**src/rtl/uart_pkg.sv**
```systemverilog
// Shared UART receiver constants: per-baud tick divisors, baud-select codes and FSM state encoding.
package uart_pkg;

    localparam int OVERSAMPLE_DEFAULT = 16;
    localparam int DIV_W              = 7;

    typedef enum logic [1:0] {
        BAUD_19200  = 2'b00,
        BAUD_38400  = 2'b01,
        BAUD_57600  = 2'b10,
        BAUD_115200 = 2'b11
    } baud_sel_e;

    // clk cycles per 1/16 bit at 32 MHz
    localparam logic [DIV_W-1:0] DIV_19200  = 7'd104;
    localparam logic [DIV_W-1:0] DIV_38400  = 7'd52;
    localparam logic [DIV_W-1:0] DIV_57600  = 7'd35;
    localparam logic [DIV_W-1:0] DIV_115200 = 7'd17;

    typedef enum logic [2:0] {
        ST_IDLE      = 3'd0,
        ST_START     = 3'd1,
        ST_DATA      = 3'd2,
        ST_PARITY    = 3'd3,
        ST_STOP      = 3'd4,
        ST_WAIT_IDLE = 3'd5
    } rx_state_e;

    function automatic logic [DIV_W-1:0] baud_divisor(input logic [1:0] sel);
        case (baud_sel_e'(sel))
            BAUD_19200:  return DIV_19200;
            BAUD_38400:  return DIV_38400;
            BAUD_57600:  return DIV_57600;
            default:     return DIV_115200;
        endcase
    endfunction

endpackage

```
**src/rtl/uart_baud_tick.sv**
```systemverilog
// Oversampling tick generator: one-clk pulse every div_i cycles, restarted by a synchronous clear.
module uart_baud_tick
    import uart_pkg::*;
(
    input  logic             clk,
    input  logic             rst,
    input  logic             clr_i,
    input  logic [DIV_W-1:0] div_i,
    output logic             tick_o
);

    logic [DIV_W-1:0] cnt_q;

    assign tick_o = !clr_i && (cnt_q == div_i - DIV_W'(1));

    always_ff @(posedge clk or posedge rst) begin
        if (rst) begin
            cnt_q <= '0;
        end else if (clr_i || tick_o) begin
            cnt_q <= '0;
        end else begin
            cnt_q <= cnt_q + DIV_W'(1);
        end
    end

endmodule

```
**src/rtl/uart_rx.sv**
```systemverilog
// 16x oversampling UART receiver (8N1, or 8E1 when UART_RX_PARITY_EN is defined) holding one byte
// with valid, framing, overrun and parity flags for the UART register file.
module uart_rx
    import uart_pkg::*;
#(
    parameter int OVERSAMPLE  = OVERSAMPLE_DEFAULT,
    parameter int SYNC_STAGES = 2
) (
    input  logic       clk,
    input  logic       rst,
    input  logic       rx_en,
    input  logic [1:0] baud_sel,
    input  logic       rx,
    input  logic       rd_ack,
    output logic [7:0] rx_data,
    output logic       rx_valid,
    output logic       frame_err,
    output logic       overrun,
    output logic       parity_err,
    output logic       busy
);

    localparam logic [3:0] SAMP_MID  = 4'(OVERSAMPLE - 1);
    localparam logic [3:0] SAMP_HALF = 4'(OVERSAMPLE / 2 - 1);
`ifdef UART_RX_PARITY_EN
    localparam rx_state_e AFTER_DATA = ST_PARITY;
`else
    localparam rx_state_e AFTER_DATA = ST_STOP;
`endif

    logic [SYNC_STAGES-1:0] sync_q;
    logic                   rx_s;
    rx_state_e              state_q;
    logic [DIV_W-1:0]       div_q;
    logic [3:0]             samp_q;
    logic [2:0]             bit_q;
    logic [7:0]             shift_q;
    logic [7:0]             rx_data_q;
    logic                   rx_valid_q;
    logic                   frame_err_q;
    logic                   overrun_q;
    logic                   tick;
    logic                   at_mid;
`ifdef UART_RX_PARITY_EN
    logic                   par_bad_q;
    logic                   parity_err_q;
`endif

    always_ff @(posedge clk or posedge rst) begin
        if (rst) begin
            sync_q <= '1;
        end else begin
            sync_q <= {sync_q[SYNC_STAGES-2:0], rx};
        end
    end

    assign rx_s = sync_q[SYNC_STAGES-1];

    // The divider is held cleared in IDLE so the first tick lands a full divisor after detection.
    uart_baud_tick u_baud_tick (
        .clk    (clk),
        .rst    (rst),
        .clr_i  (state_q == ST_IDLE),
        .div_i  (div_q),
        .tick_o (tick)
    );

    assign at_mid = tick && (samp_q == SAMP_MID);

    always_ff @(posedge clk or posedge rst) begin
        if (rst) begin
            state_q     <= ST_IDLE;
            div_q       <= DIV_115200;
            samp_q      <= '0;
            bit_q       <= '0;
            shift_q     <= '0;
            rx_data_q   <= '0;
            rx_valid_q  <= 1'b0;
            frame_err_q <= 1'b0;
            overrun_q   <= 1'b0;
`ifdef UART_RX_PARITY_EN
            par_bad_q    <= 1'b0;
            parity_err_q <= 1'b0;
`endif
        end else begin
            // Cleared first so that a flag set later in this cycle wins over rd_ack.
            if (rd_ack) begin
                rx_valid_q  <= 1'b0;
                frame_err_q <= 1'b0;
                overrun_q   <= 1'b0;
`ifdef UART_RX_PARITY_EN
                parity_err_q <= 1'b0;
`endif
            end

            if (!rx_en) begin
                state_q <= ST_IDLE;
            end else begin
                case (state_q)
                    ST_IDLE: begin
                        if (!rx_s) begin
                            state_q <= ST_START;
                            samp_q  <= '0;
                            bit_q   <= '0;
                            div_q   <= baud_divisor(baud_sel);
                        end
                    end
                    ST_START: begin
                        if (tick) begin
                            if (samp_q == SAMP_HALF) begin
                                samp_q  <= '0;
                                state_q <= rx_s ? ST_IDLE : ST_DATA;
                            end else begin
                                samp_q <= samp_q + 4'd1;
                            end
                        end
                    end
                    ST_DATA: begin
                        if (tick) samp_q <= at_mid ? 4'd0 : samp_q + 4'd1;
                        if (at_mid) begin
                            shift_q <= {rx_s, shift_q[7:1]};
                            bit_q   <= bit_q + 3'd1;
                            if (bit_q == 3'd7) state_q <= AFTER_DATA;
                        end
                    end
`ifdef UART_RX_PARITY_EN
                    ST_PARITY: begin
                        if (tick) samp_q <= at_mid ? 4'd0 : samp_q + 4'd1;
                        if (at_mid) begin
                            par_bad_q <= rx_s ^ (^shift_q);
                            state_q   <= ST_STOP;
                        end
                    end
`endif
                    ST_STOP: begin
                        if (tick) samp_q <= at_mid ? 4'd0 : samp_q + 4'd1;
                        if (at_mid) begin
                            if (rx_s) begin
                                if (!rx_valid_q || rd_ack) begin
                                    rx_data_q  <= shift_q;
                                    rx_valid_q <= 1'b1;
                                end else begin
                                    overrun_q <= 1'b1;
                                end
`ifdef UART_RX_PARITY_EN
                                if (par_bad_q) parity_err_q <= 1'b1;
`endif
                                state_q <= ST_IDLE;
                            end else begin
                                frame_err_q <= 1'b1;
                                state_q     <= ST_WAIT_IDLE;
                            end
                        end
                    end
                    ST_WAIT_IDLE: begin
                        if (rx_s) state_q <= ST_IDLE;
                    end
                    default: state_q <= ST_IDLE;
                endcase
            end
        end
    end

    assign rx_data   = rx_data_q;
    assign rx_valid  = rx_valid_q;
    assign frame_err = frame_err_q;
    assign overrun   = overrun_q;
    assign busy      = (state_q != ST_IDLE);
`ifdef UART_RX_PARITY_EN
    assign parity_err = parity_err_q;
`else
    assign parity_err = 1'b0;
`endif

endmodule

```
**config.mk**
```make
export PLATFORM = sky130hd
export DESIGN_NAME = uart_rx
export DESIGN_NICKNAME = d
export VERILOG_FILES = /design/src/rtl/uart_pkg.sv /design/src/rtl/uart_baud_tick.sv /design/src/rtl/uart_rx.sv
export SDC_FILE = /design/constraint.sdc
export NUM_CORES = 1
export LEC_CHECK = 0
export CAP_MARGIN = 20
export CELL_PAD_IN_SITES_DETAIL_PLACEMENT = 0
export CELL_PAD_IN_SITES_GLOBAL_PLACEMENT = 1
export CORE_ASPECT_RATIO = 0.6
export CORE_MARGIN = 8
export CORE_UTILIZATION = 35
export CTS_CLUSTER_SIZE = 25
export DETAILED_ROUTE_END_ITERATION = 10
export PLACE_DENSITY_LB_ADDON = 0.1
export RECOVER_POWER = 50
export SLEW_MARGIN = 10
export SYNTH_ARGS = -nofsm -noshare
export SYNTH_HDL_FRONTEND = slang
export SYNTH_SLANG_ARGS = --single-unit
```
**constraint.sdc**
```tcl
create_clock -name clk -period 3.7 [get_ports clk]
set_input_delay 0.37 -clock clk [delete_from_list [all_inputs] [get_ports clk]]
set_output_delay 0.37 -clock clk [all_outputs]
set_load 0.1 [all_outputs]
```
==> results of run 1 <==
==> sequential cells by signal, indices dropped and copies added (netlist names), 2 cells and up <==
name,flops
rx_data,8
shift_q,8
u_baud_tick.cnt_q,7
div_q,6
samp_q,4
bit_q,3
state_q,3
sync_q,2
==> worst register-to-register path: cells and delay by family, from the launching register on <==
kind / cells / cell delay, ns
simple gates: 3 / 1.03
flops: 1 / 0.59
compound gates: 1 / 0.55
mux: 1 / 0.35
fa+ha+maj: 1 / 0.22
xor+xnor: 1 / 0.15
buf+inv: 1 / 0.06
==> cells by family after synthesis <==
| group | after synthesis | share of synthesized area (%) |
|---|---|---|
| AOI/OAI and AO/OA | 36 | 11.2 |
| xor gates and xnor gates | 14 | 5.31 |
| adders and majority gates | 5 | 2.71 |
| buffers and inverters | 16 | 3.41 |
| DFF | 44 | 47.9 |
| muxes | 21 | 11.4 |
| other | 1 | 0.162 |
| and+or+nand+nor | 73 | 17.9 |
==> Yosys cell counts, types with 3 or more instances <==
library cell	n
xnor2_1	7
nand3b_1	3
nand3_1	3
o21ai_0	7
dfrtp_1	40
nor2_1	13
nand2b_1	5
nand2_1	17
and3_1	7
nand4_1	4
a21oi_1	3
dfstp_2	4
clkbuf_1	7
a21o_1	4
mux2_4	8
o31a_1	3
o32ai_1	3
nor3_1	3
mux2_1	9
ha_1	5
xor2_1	7
inv_1	6
nor2b_1	6
==> path summary, 6_finish.rpt <==
path	startpoint	endpoint	slack, ns	depth (start not counted)
max reg2reg	div_q[0]	bit_q[0]	0.64	8
min in group asynchronous	rst	div_q[1]	1.38	3
min	sync_q[0]	sync_q[1]	0.37	0
max in group asynchronous	rst	rx_data[7]	0.98	3
max	div_q[0]	bit_q[0]	0.64	8
min reg2reg	sync_q[0]	sync_q[1]	0.37	0
==> routing by layer <==
| metal | global-route usage, % | share of wire (%) | up-vias |
|---|---|---|---|
| met2 | 14.4 | 42 | 45 |
| li1 | - | - | 786 |
| met5 | 0 | 0 | - |
| met3 | 2.90 | 5.6 | 8 |
| met1 | 15.8 | 51 | 806 |
| met4 | 4.21 | 1.4 | 0 |
==> final cells by class <==
cell class	instances	area (µm²)
clock buffers	6	82.6
clock inverters	2	10.0
fillers	623	3890
inverters	6	22.5
multi-input cells	150	1130
flip-flops and latches	44	1110
well taps	87	109
repair buffers	20	189
==> metrics by stage <==
stage               cell area [µm²]  cells  power (µW)  setup WS [ns]  hold WS [ns]
CTS                            2650    315        1000          0.610         0.369
global route                   2650    315        1040          0.328         0.374
global placement               2560    307         677          0.792         0.348
detailed placement             2560    307         681          0.675         0.357
finish                         2650    315         988          0.643         0.366
floorplan                      2310    210         646          0.991         0.345
==> power breakdown <==
part,switching (µW),internal [µW],leakage (µW)
Clock,168,149,0.0000510
Combinational,82.4,59.4,0.000583
Sequential,27.1,502,0.000592
==> metrics.md, run 1 <==
| Metric | Value |
|---|---|
| Die span in x | `121 µm` |
| Synth unique cells | `49` |
| CTS Sinks | `44` |
| Total global routing overflow | `0` |
| Number of global-route vias before repair | `1529` |
| Worst setup EP type | `flip-flop` |
| Period utilization | `82.6%` |
| Worst slew margin | `-57.3%` |
| # hold bufs at CTS | `0` |
| Area delta synth->final | `14.5%` |
| Synthesized area | `2310 µm²` |
| Seq cells post-synth | `44` |
| F_max | `327 MHz` |
| Antenna violations before repair | `0` |
| Critical path, cell by cell | `inv_1, ha_1, nor4b_1, xor2_1, o41ai_1, nand4_1, nand2_1, mux2_1` |
| Ys Warns | `0` |
| Post-DRT Antenna Nets | `0` |
| RSZ-0062 raised after global routing | `false` |
| Most frequent cells in the layout | `40 x dfrtp_1, 17 x nand2_1, 15 x clkdlybuf4s50_1, 13 x nor2_1, 9 x mux2_1` |
| Setup TNS | `0 ns` |
| H-tree Lvls | `2` |
| Crit path buf inv count | `1` |
| Clock slew at reported path FFs | `0.09 ns` |
| CP Launch Type | `flip-flop` |
| Row Count | `23` |
| Final slew viol count | `45` |
| Top cells by area, synth | `dfrtp_1 43%, mux2_4 5.2%, dfstp_2 4.5%` |
| DR iter-0 viols | `62` |
| Final Hold Viols | `0` |
| Placer Congestion | `0.786` |
| Post-synth top area share | `43.3%` |
| Cell taking the most area after synthesis | `dfrtp_1` |
| First-pass GRT wire length | `8110 µm` |
| HP Class | `flip-flop to flip-flop` |
| CTS tree | `yes` |
| Failing checks | `capacitance limit, slew limit` |
| Port buffer count | `18` |
| Layout Nets | `239` |
| Critical path arrival | `3.25 ns` |
| Worst Clk Skew | `0.00958 ns` |
| Leak | `0.00123 µW` |
| Async SR Flop Fraction | `100%` |
| P per Cell Area | `373 nW/µm²` |
| CP Data Required Time | `3.89 ns` |
| Largest stage delay on the critical path | `0.59 ns` |
| Sequential fraction of the synthesis area | `47.9%` |
| Minimum clock period | `3.06 ns` |
| Crit Path Class | `flip-flop to flip-flop` |
| DR WL/cell | `15.9 µm` |
| Drt pass-1 iters | `4` |
| Slew @ Worst Pin | `2.36 ns` |
| CP delay by family, top | `simple AND/OR/NAND/NOR gates` |
| Ports | `20` |
| Final wirelength | `5000 µm` |
| DRC | `0` |
| Ant. Diodes | `0` |
| Post-DP HPWL | `3590 µm` |
| Syn Nets | `222` |
| Post-CTS Setup Inserts | `0` |
| Syn_area_per_cell | `11.0 µm²` |
| Number of synthesized flops with an enable pin | `0` |
| Peak supply drop | `204 µV` |
| Worst path slowest cell | `dfstp_2` |
| Fin util | `40.5%` |
| Commonest non-fill, non-tap cell in the layout | `dfrtp_1` |
| Cells after Synth | `210` |
| Final setup viols | `0` |
| Clock root buffer | `clkbuf_8` |
| Gr usage total | `10.8%` |
| Vias | `1645` |
| Largest net degree at the start of global routing | `45` |
| Clk_lat worst skew | `0.30 ns` |
| Die Area | `9540 µm²` |
| Max cap viols | `1` |
| Total CTS buffers | `5` |
| Crit-path max FO | `11` |
| Core box area | `6530 µm²` |
| Ys flop type | `dfrtp_1` |
| Layout cell share with drive strength beyond 1 | `11.8%` |
| Die Ht | `78.9 µm` |
| Starting Density | `35.4%` |
| Post-CTS resize count | `0` |
| CTS max path bufs | `2` |
| Vias per cell | `5.22` |
| Status | `complete, but fails checks` |
Power figures use the tool's default switching activity.
==> run 2: changes to the inputs <==
clock period = 2.8 ns   (was 3.7 ns; I/O delays follow)
==> run 2 against run 1 <==
- the run now ends clean
- worst hold slack worse by 0.0064 ns
- clock-buffer cell count unchanged
- clock skew about the same
- power up 40%
- core utilization up 0.46 points
- worst setup slack worse by 0.44 ns
- global-route usage up 0.57 points
- critical endpoint is now rx_data[3]
- highest routed layer unchanged
==> metrics.md, run 2 (synthesis gave the netlist of run 1 again) <==
| Metric | Value |
|---|---|
| Worst slew margin | `21.6%` |
| DRC | `0` |
| Largest stage delay on the critical path | `0.59 ns` |
| Setup TNS | `0 ns` |
| First-pass GRT wire length | `8610 µm` |
| Worst Hold Slack | `0.359 ns` |
| Placer Congestion | `0.772` |
| Ports | `20` |
| Clock root buffer | `clkbuf_8` |
| HP Class | `flip-flop to flip-flop` |
| Peak supply drop | `204 µV` |
| Port buffer count | `18` |
| H-tree Lvls | `2` |
| Placed Area | `2570 µm²` |
| Critical path arrival | `2.78 ns` |
| Crit-path max FO | `8` |
| Final slew viol count | `0` |
| CTS max path bufs | `2` |
| CTS tree | `yes` |
| Starting Density | `35.4%` |
| CP Data Required Time | `2.99 ns` |
| Total CTS buffers | `5` |
| GRT met1 Usage | `16.2%` |
| F_max | `385 MHz` |
| Post-DRT Antenna Nets | `0` |
| Row Count | `23` |
| Grt met2 use | `16.1%` |
| Hold Crit Depth | `0` |
| CP delay by family, top | `simple AND/OR/NAND/NOR gates` |
| Area delta synth->final | `15.8%` |
| Layout Nets | `245` |
| Reg2reg start | `div_q[0]` |
| Period utilization | `92.7%` |
| Reg2Reg Capture Point | `rx_data[3]` |
| Commonest non-fill, non-tap cell in the layout | `dfrtp_1` |
| Antenna violations before repair | `0` |
| CTS Sinks | `44` |
| Critical path, cell by cell | `inv_1, ha_1, nor4b_2, xor2_1, o41ai_2, buf_4, nand3_2, or3b_4, mux2_4` |
| Worst Reg-to-Reg Cells | `9` |
| Max cap viols | `0` |
| Fin util | `40.9%` |
| Largest net degree at the start of global routing | `23` |
| DR WL/cell | `15.6 µm` |
| Post-CTS Setup Inserts | `0` |
| Vias | `1636` |
| Die Area | `9540 µm²` |
| RSZ-0062 raised after global routing | `false` |
| Crit path buf inv count | `2` |
| Vias per cell | `5.10` |
| Clk_lat worst skew | `0.29 ns` |
| Final wirelength | `5010 µm` |
| Post-route cell area | `2680 µm²` |
| Status | `complete, no violations` |
| P per Cell Area | `516 nW/µm²` |
| Final setup viols | `0` |
| Leak | `0.00127 µW` |
| Slew @ Worst Pin | `1.18 ns` |
| Reg-to-reg slack, setup | `0.21 ns` |
| Core box area | `6530 µm²` |
| Ant. Diodes | `0` |
| Layout cell share with drive strength beyond 1 | `17.5%` |
| Drt pass-1 iters | `4` |
| Final Hold Viols | `0` |
| Minimum clock period | `2.59 ns` |
| Gr usage total | `11.3%` |
| Met3 usage | `3.11%` |
| Crit Path Class | `flip-flop to flip-flop` |
| Die Ht | `78.9 µm` |
| Hold EP | `sync_q[1]` |
| Worst Clk Skew | `0.00986 ns` |
| Clock slew at reported path FFs | `0.09 ns` |
| Die span in x | `121 µm` |
| Post-DP HPWL | `3800 µm` |
| Worst setup EP type | `flip-flop` |
| Total global routing overflow | `0` |
| CP Launch Type | `flip-flop` |
| DR iter-0 viols | `102` |
| HP Start | `sync_q[0]` |
| Worst path slowest cell | `dfstp_2` |
| Most frequent cells in the layout | `40 x dfrtp_1, 17 x nand2_1, 14 x buf_4, 13 x nor2_1, 9 x mux2_1` |
| Number of global-route vias before repair | `1660` |
| Most used routing layer | `met1` |
## run 2: metrics by stage
| stage | instances | total power (µW) | setup slack (ns) |
|---|---|---|---|
| 2_1_floorplan | 210 | 854 | 0.0914 |
| 3_3_place_gp | 313 | 903 | 0.0706 |
| 3_5_place_dp | 313 | 908 | -0.0209 |
| 4_1_cts | 321 | 1390 | 0.130 |
| 5_1_grt | 321 | 1460 | 0.0753 |
| 6_report | 321 | 1380 | 0.206 |
## run 2: worst max-delay path by stage
stage | depth (start not counted) | start | slack, ns | end
after detailed placement | 9 | div_q[0] | -0.02 | rx_data[3]
after CTS | 9 | div_q[0] | 0.13 | rx_data[3]
after floorplan | 7 | state_q[2] | 0.09 | shift_q[0]
after global placement | 9 | div_q[0] | 0.07 | rx_data[3]
after global routing | 9 | div_q[0] | 0.08 | rx_data[5]
final | 9 | div_q[0] | 0.21 | rx_data[3]
## run 2: repair_timing
| item | in CTS | in global routing |
|---|---|---|
| pin swaps | 0 | 0 |
| hold buffers | 0 | 0 |
| hold endpoints to repair | 0 | 0 |
| gates resized for setup | 1 | 2 |
| endpoints found under the setup margin | 8 | 9 |
## run 2: cell type report
cell class	count	area, µm²
fillers	617	3860
repair buffers	26	188
inverters	6	22.5
clock inverters	2	35.0
well taps	87	109
multi-input cells	150	1140
flip-flops and latches	44	1110
clock buffers	6	72.6
## run 2: power breakdown
| group | total [µW] | internal (µW) | switching, µW | leakage (µW) |
|---|---|---|---|---|
| clock | 481 | 265 | 216 | 0.0000552 |
| sequential | 699 | 663 | 36.1 | 0.000592 |
| combinational | 199 | 88.4 | 111 | 0.000621 |
## run 2: layer usage
layer  wire [µm]  vias up  share of wire (%)
met2        2070       31                 41
met3         180        9                3.6
li1            -      789                  -
met5           0        -                  0
met4          73        0                1.5
met1        2690      807                 54
